`src/rtl/l0_bank.sv`:
```
// l0_bank -- bank of ROW independent FIFOs sharing one write strobe, with
// either parallel or staggered (row i delayed by i cycles) read-out.
//
// Optional feature: define L0_BANK_ERR_EN to add the o_err port
// (bit0 sticky overflow, bit1 sticky underflow, cleared only by reset).
//
// Ports:
//   clk            sole clock, all state on rising edge
//   reset          asynchronous, active-low reset
//   in             write data, row i at [BW*(i+1)-1:BW*i]
//   wr             write request to all rows
//   rd             read request
//   mode           0 parallel read, 1 staggered read
//   out            registered read data, same slicing as in
//   out_valid      per-row pulse: out slice i updated this cycle
//   o_full         some row is full
//   o_almost_full  some row has occupancy >= AF_LEVEL
//   o_ready        every row is empty
//   o_err          (L0_BANK_ERR_EN only) sticky {underflow, overflow}
module l0_bank #(
  parameter int ROW      = 8,
  parameter int BW       = 4,
  parameter int DEPTH    = 64,
  parameter int AF_LEVEL = DEPTH - 4
) (
  input  logic              clk,
  input  logic              reset,
  input  logic [ROW*BW-1:0] in,
  input  logic              wr,
  input  logic              rd,
  input  logic              mode,
  output logic [ROW*BW-1:0] out,
  output logic [ROW-1:0]    out_valid,
  output logic              o_full,
  output logic              o_almost_full,
`ifdef L0_BANK_ERR_EN
  output logic              o_ready,
  output logic [1:0]        o_err
`else
  output logic              o_ready
`endif
);

  localparam int          AW       = $clog2(DEPTH);
  localparam logic [AW:0] AF_THR   = (AW+1)'(AF_LEVEL);
  localparam logic [AW:0] FULL_OCC = (AW+1)'(DEPTH);

  logic [ROW-1:0] rd_en;
  logic [ROW-1:0] full;
  logic [ROW-1:0] empty;
  logic [ROW-1:0] afull;
  logic [ROW-1:0] wr_row;
  logic [ROW-1:0] rd_row;

  // Read-enable stage: mode is applied every cycle to the current rd_en,
  // so switching mode mid-stream simply reshapes the pending enables.
  always_ff @(posedge clk or negedge reset) begin
    if (!reset) begin
      rd_en <= '0;
    end else if (mode) begin
      rd_en <= {rd_en[ROW-2:0], rd};
    end else begin
      rd_en <= {ROW{rd}};
    end
  end

  // Per-row FIFO and output register stage
  for (genvar i = 0; i < ROW; i++) begin : g_row
    logic [AW:0]   wptr;
    logic [AW:0]   rptr;
    logic [AW:0]   occ;
    logic [BW-1:0] mem [DEPTH];
    logic [BW-1:0] dout;
    logic          vld;

    // Pointers carry one extra MSB so full and empty are distinguishable.
    assign occ       = wptr - rptr;
    assign empty[i]  = (wptr == rptr);
    assign full[i]   = (occ == FULL_OCC);
    assign afull[i]  = (occ >= AF_THR);
    // Both qualifiers use pre-edge state: a write to a full row is dropped
    // even with a concurrent read, and an empty row is not read even with
    // a concurrent write.
    assign wr_row[i] = wr & ~full[i];
    assign rd_row[i] = rd_en[i] & ~empty[i];

    always_ff @(posedge clk or negedge reset) begin
      if (!reset) begin
        wptr <= '0;
        rptr <= '0;
        dout <= '0;
        vld  <= 1'b0;
      end else begin
        vld <= rd_row[i];
        if (wr_row[i]) begin
          wptr <= wptr + 1'b1;
        end
        if (rd_row[i]) begin
          rptr <= rptr + 1'b1;
          dout <= mem[rptr[AW-1:0]];
        end
      end
    end

    // Storage is not reset; pointers alone define what is valid.
    always_ff @(posedge clk) begin
      if (wr_row[i]) begin
        mem[wptr[AW-1:0]] <= in[BW*i +: BW];
      end
    end

    assign out[BW*i +: BW] = dout;
    assign out_valid[i]    = vld;
  end

  assign o_full        = |full;
  assign o_almost_full = |afull;
  assign o_ready       = &empty;

`ifdef L0_BANK_ERR_EN
  // Sticky error flags
  always_ff @(posedge clk or negedge reset) begin
    if (!reset) begin
      o_err <= 2'b00;
    end else begin
      if (wr && (|full)) begin
        o_err[0] <= 1'b1;
      end
      if (|(rd_en & empty)) begin
        o_err[1] <= 1'b1;
      end
    end
  end
`endif

endmodule

```
`config.mk`:
```
export PLATFORM = sky130hd
export DESIGN_NAME = l0_bank
export DESIGN_NICKNAME = d
export VERILOG_FILES = /design/src/rtl/l0_bank.sv
export SDC_FILE = /design/constraint.sdc
export NUM_CORES = 2
export LEC_CHECK = 0
export BUFFER_PORTS_ARGS = -buffer_cell sky130_fd_sc_hd__clkbuf_2
export CAP_MARGIN = 10
export CORE_ASPECT_RATIO = 1.2
export CORE_MARGIN = 5
export CORE_UTILIZATION = 45
export DETAILED_ROUTE_END_ITERATION = 16
export GPL_ROUTABILITY_DRIVEN = 0
export PLACE_DENSITY = 0.59
export SKIP_LAST_GASP = 1
export SYNTH_ARGS = -nofsm -noshare
export SYNTH_HDL_FRONTEND = slang
export SYNTH_SLANG_ARGS = --single-unit
```
`constraint.sdc`:
```
create_clock -name clk -period 5.4 [get_ports clk]
set_clock_uncertainty 0.15 [all_clocks]
set_input_delay 0.27 -clock clk [delete_from_list [all_inputs] [get_ports clk]]
set_output_delay 0.27 -clock clk [all_outputs]
set_load 0.02 [all_outputs]
```
==> summary.md <==
| Metric | Value |
|---|---|
| Status | `finished clean` |
| Boundary Pins | `80` |
| RSZ-0062 raised after global routing | `no` |
| Synth area leader | `edfxtp_1` |
| Initial antenna violation count | `5` |
| TritonCTS buffer count | `211` |
| CP max-delay cell | `a221oi_1` |
| Leak | `32.4 nW` |
| Reg2reg end | `g_row[0].mem[10][1]` |
| Dominant synthesized flop cell | `edfxtp_1` |
| Post-synth EDFFs | `2048` |
| Main area contributors after synthesis | `edfxtp_1 68%, mux4_2 12%, dfrtp_1 4.4%` |
| Die area | `0.210 sq mm` |
| Fin nets | `5392` |
| WHS Endpoint | `rd_en[0]` |
| Clk sinks | `2208` |
| Pwr Total | `52.8 mW` |
| Post-Syn Instances | `5153` |
| Most frequent CP cell | `nand4_1` |
| Die width | `419 um` |
| Worst-Margin Slew | `1.24 ns` |
| IO buf count | `79` |
| Vias in the first global route | `48900` |
| Layout cells sized above 1 | `19.4%` |
| DR DRC count | `0` |
| Root buffer cell | `clkbuf_16` |
| Cell Chain, Critical Path | `clkinv_1 -> ha_1 -> and3_1 -> nor2b_1 -> a221oi_1 -> nand4_1 -> nand2_1 -> nor3b_1 -> buf_4 -> nand4_1 -> clkbuf_2` |
| Floorplan die height | `501 um` |
| Fin. max-slew vios | `0` |
| Worst path arrival time | `4.66 ns` |
| Total track usage | `20.1%` |
| Fillers | `16300` |
| First-pass GRT wire length | `318 mm` |
| Max-cap violation count | `0` |
| Critical path's top delay family | `simple AND/OR/NAND/NOR gates` |
| Critical Path RT | `4.98 ns` |
| Mean routed wirelength per cell | `25.9 um` |
| Clk slew on worst S/H paths | `0.07 ns` |
| Final Cycle Share | `94.1%` |
| Clk_lat worst skew | `0.86 ns` |
| Share of the synthesized area in the top cell type | `68.1%` |
| Hold slack | `0.0909 ns` |
| Routed WL | `211 mm` |
| CP endpoint kind | `primary output` |
| GRT overflow | `0` |
| Area Growth Syn to Fin | `12.3%` |
| Syn nets | `5254` |
| Most frequent cells in the layout | `2048 x edfxtp_1, 645 x nor2_1, 465 x mux4_2, 230 x nand2_1, 211 x clkbuf_16` |
| Post-synthesis sequential area ratio | `72.5%` |
| Critical path class | `reg -> out` |
| Final min period | `5.08 ns` |
| CTS tree | `built` |
| Peak supply drop | `0.000400 V` |
| Via count | `46900` |
| Fin Setup TNS | `0 ns` |
| #FFs+latches synth | `2208` |
| Final hold vios | `0` |
| Hold Path Depth | `2` |
| Worst Hold Class | `in -> reg` |
| Initial DRC count | `4082` |
| Pre-antenna DRT Iters | `5` |
| Core Box Area | `0.200 sq mm` |
| CP bufs+invs | `3` |
| Worst rel slew slack | `17.1%` |
| FMAX | `197 MHz` |
| Distinct cells, synth | `82` |
| Worst R2R Path Depth | `8` |
| Ys async rst share | `7.25%` |
| Vias per cell | `5.77` |
| Mapped Avg Cell Area | `17.5 sq um` |
| Final design utilization | `50.7%` |
| Worst r2r src | `g_row[0].rptr[0]` |
| Clk buf depth | `3` |
| Pin count of the biggest net entering global routing | `75` |
| Largest stage delay on the critical path | `0.61 ns` |
| Hold Crit Start | `rd` |
| Power density over the cells | `521 mW/mm^2` |
| Commonest non-fill, non-tap cell in the layout | `edfxtp_1` |
| Antenna Violating Nets Remaining | `0` |
| H-Tree Depth | `4` |
| CP Launch Type | `flip-flop` |
| Max FO, Critical Path | `9` |
| Final Setup Violations | `0` |
| Std-Cell Rows | `180` |
| Dpl hpwl | `130 mm` |
| Mapped Area | `0.0903 sq mm` |
| R2R setup slack | `0.91 ns` |
| Yosys warning count | `0` |
| Initial core utilization | `45.1%` |
what timing repair did:
item                                     CTS  global route
endpoints found under the setup margin     0             1
gates resized for setup                    0             1
hold buffers                              38             0
buffers inserted                           0             0
endpoints found under the hold margin   2138             0
synth_stat cells, drive strengths merged (57+ instances only):
cell / count
nor2b: 57
xnor2: 93
nand4: 58
a21oi: 74
dfrtp: 160
clkbuf: 129
o21ai: 62
nor2: 646
edfxtp: 2048
nor3: 61
nand2: 230
mux4: 465
ha: 64
nand3: 122
mux2i: 123
buf: 164
worst max path at each step:
stage               depth (start not counted)  slack (ns)                  end             start
detailed placement                          8        0.85  g_row[0].mem[34][0]  g_row[0].rptr[0]
CTS                                        10        0.21               o_full  g_row[7].rptr[2]
finish                                     11        0.32               o_full  g_row[3].rptr[4]
floorplan                                  13        1.64  g_row[2].mem[52][0]  g_row[2].rptr[1]
global route                                7        0.16              o_ready  g_row[7].rptr[4]
global placement                            8        0.92  g_row[0].mem[18][0]  g_row[0].rptr[0]
cell type report:
| class | instances | area (sq um) | share of cell area, % |
|---|---|---|---|
| Multi-Input combinational cell | 2590 | 23200 | 22.9 |
| Clock buffer | 270 | 5670 | 5.59 |
| Clock inverter | 132 | 1850 | 1.82 |
| Antenna cell | 3 | 7.51 | 0.00740 |
| Tap cell | 2639 | 3300 | 3.26 |
| Timing Repair Buffer | 218 | 1560 | 1.54 |
| Sequential cell | 2208 | 65500 | 64.6 |
| Inverter | 62 | 233 | 0.230 |
state kept, by name, summed over array words and instances, names as in the netlist:
name and flops:
g_row.mem 2048, g_row.rptr 56, g_row.wptr 56, g_row.dout 32, g_row.vld 8, rd_en 8
worst reg2reg max path, stage by stage (launching register included):
cell and delay [ns]:
dfrtp_4 0.72, ha_1 0.36, nor2b_1 0.22, o221ai_1 0.18
a221oi_1 0.78, o2111ai_1 0.50, and2_1 0.41, nand3_1 0.59
nor2_1 0.24
logic make-up (layout without fill, tap and decap cells):
group                    count (synthesis)  count (layout)  synth area share [%]
AO/OA/AOI/OAI                          441             441                  3.51
XOR/XNOR                               138             138                  1.34
adder cells (fa/ha/maj)                 64              64                 0.887
buffers and inverters                  355             682                  1.74
flip-flops                            2208            2208                  72.5
multiplexers                           605             605                  13.2
other                                    0               3                     0
AND/OR/NAND/NOR                       1342            1342                  6.80
routing by layer:
metal | share of wire [%] | routed length (um) | global-route usage (%)
met5 | 0 | 0 | 0
met4 | 2.5 | 5340 | 5.48
met3 | 4.6 | 9590 | 2.70
met2 | 52 | 109000 | 35.0
met1 | 41 | 86600 | 26.8
per-stage QoR:
| stage | setup slack, ns | area, sq um | cells |
|---|---|---|---|
| floorplan | 1.64 | 90300 | 5153 |
| global placement | 0.918 | 93500 | 7679 |
| detailed placement | 0.852 | 93500 | 7679 |
| CTS | 0.210 | 101000 | 8119 |
| global route | 0.160 | 101000 | 8120 |
| finish | 0.317 | 101000 | 8122 |
report_power, final:
group | switching [mW] | internal [mW] | total [mW]
Clock | 6.53 | 9.26 | 15.8
Combinational | 9.43 | 6.49 | 15.9
Sequential | 1.34 | 19.8 | 21.1
Total | 17.3 | 35.5 | 52.8
(Power assumes the default switching activity.)
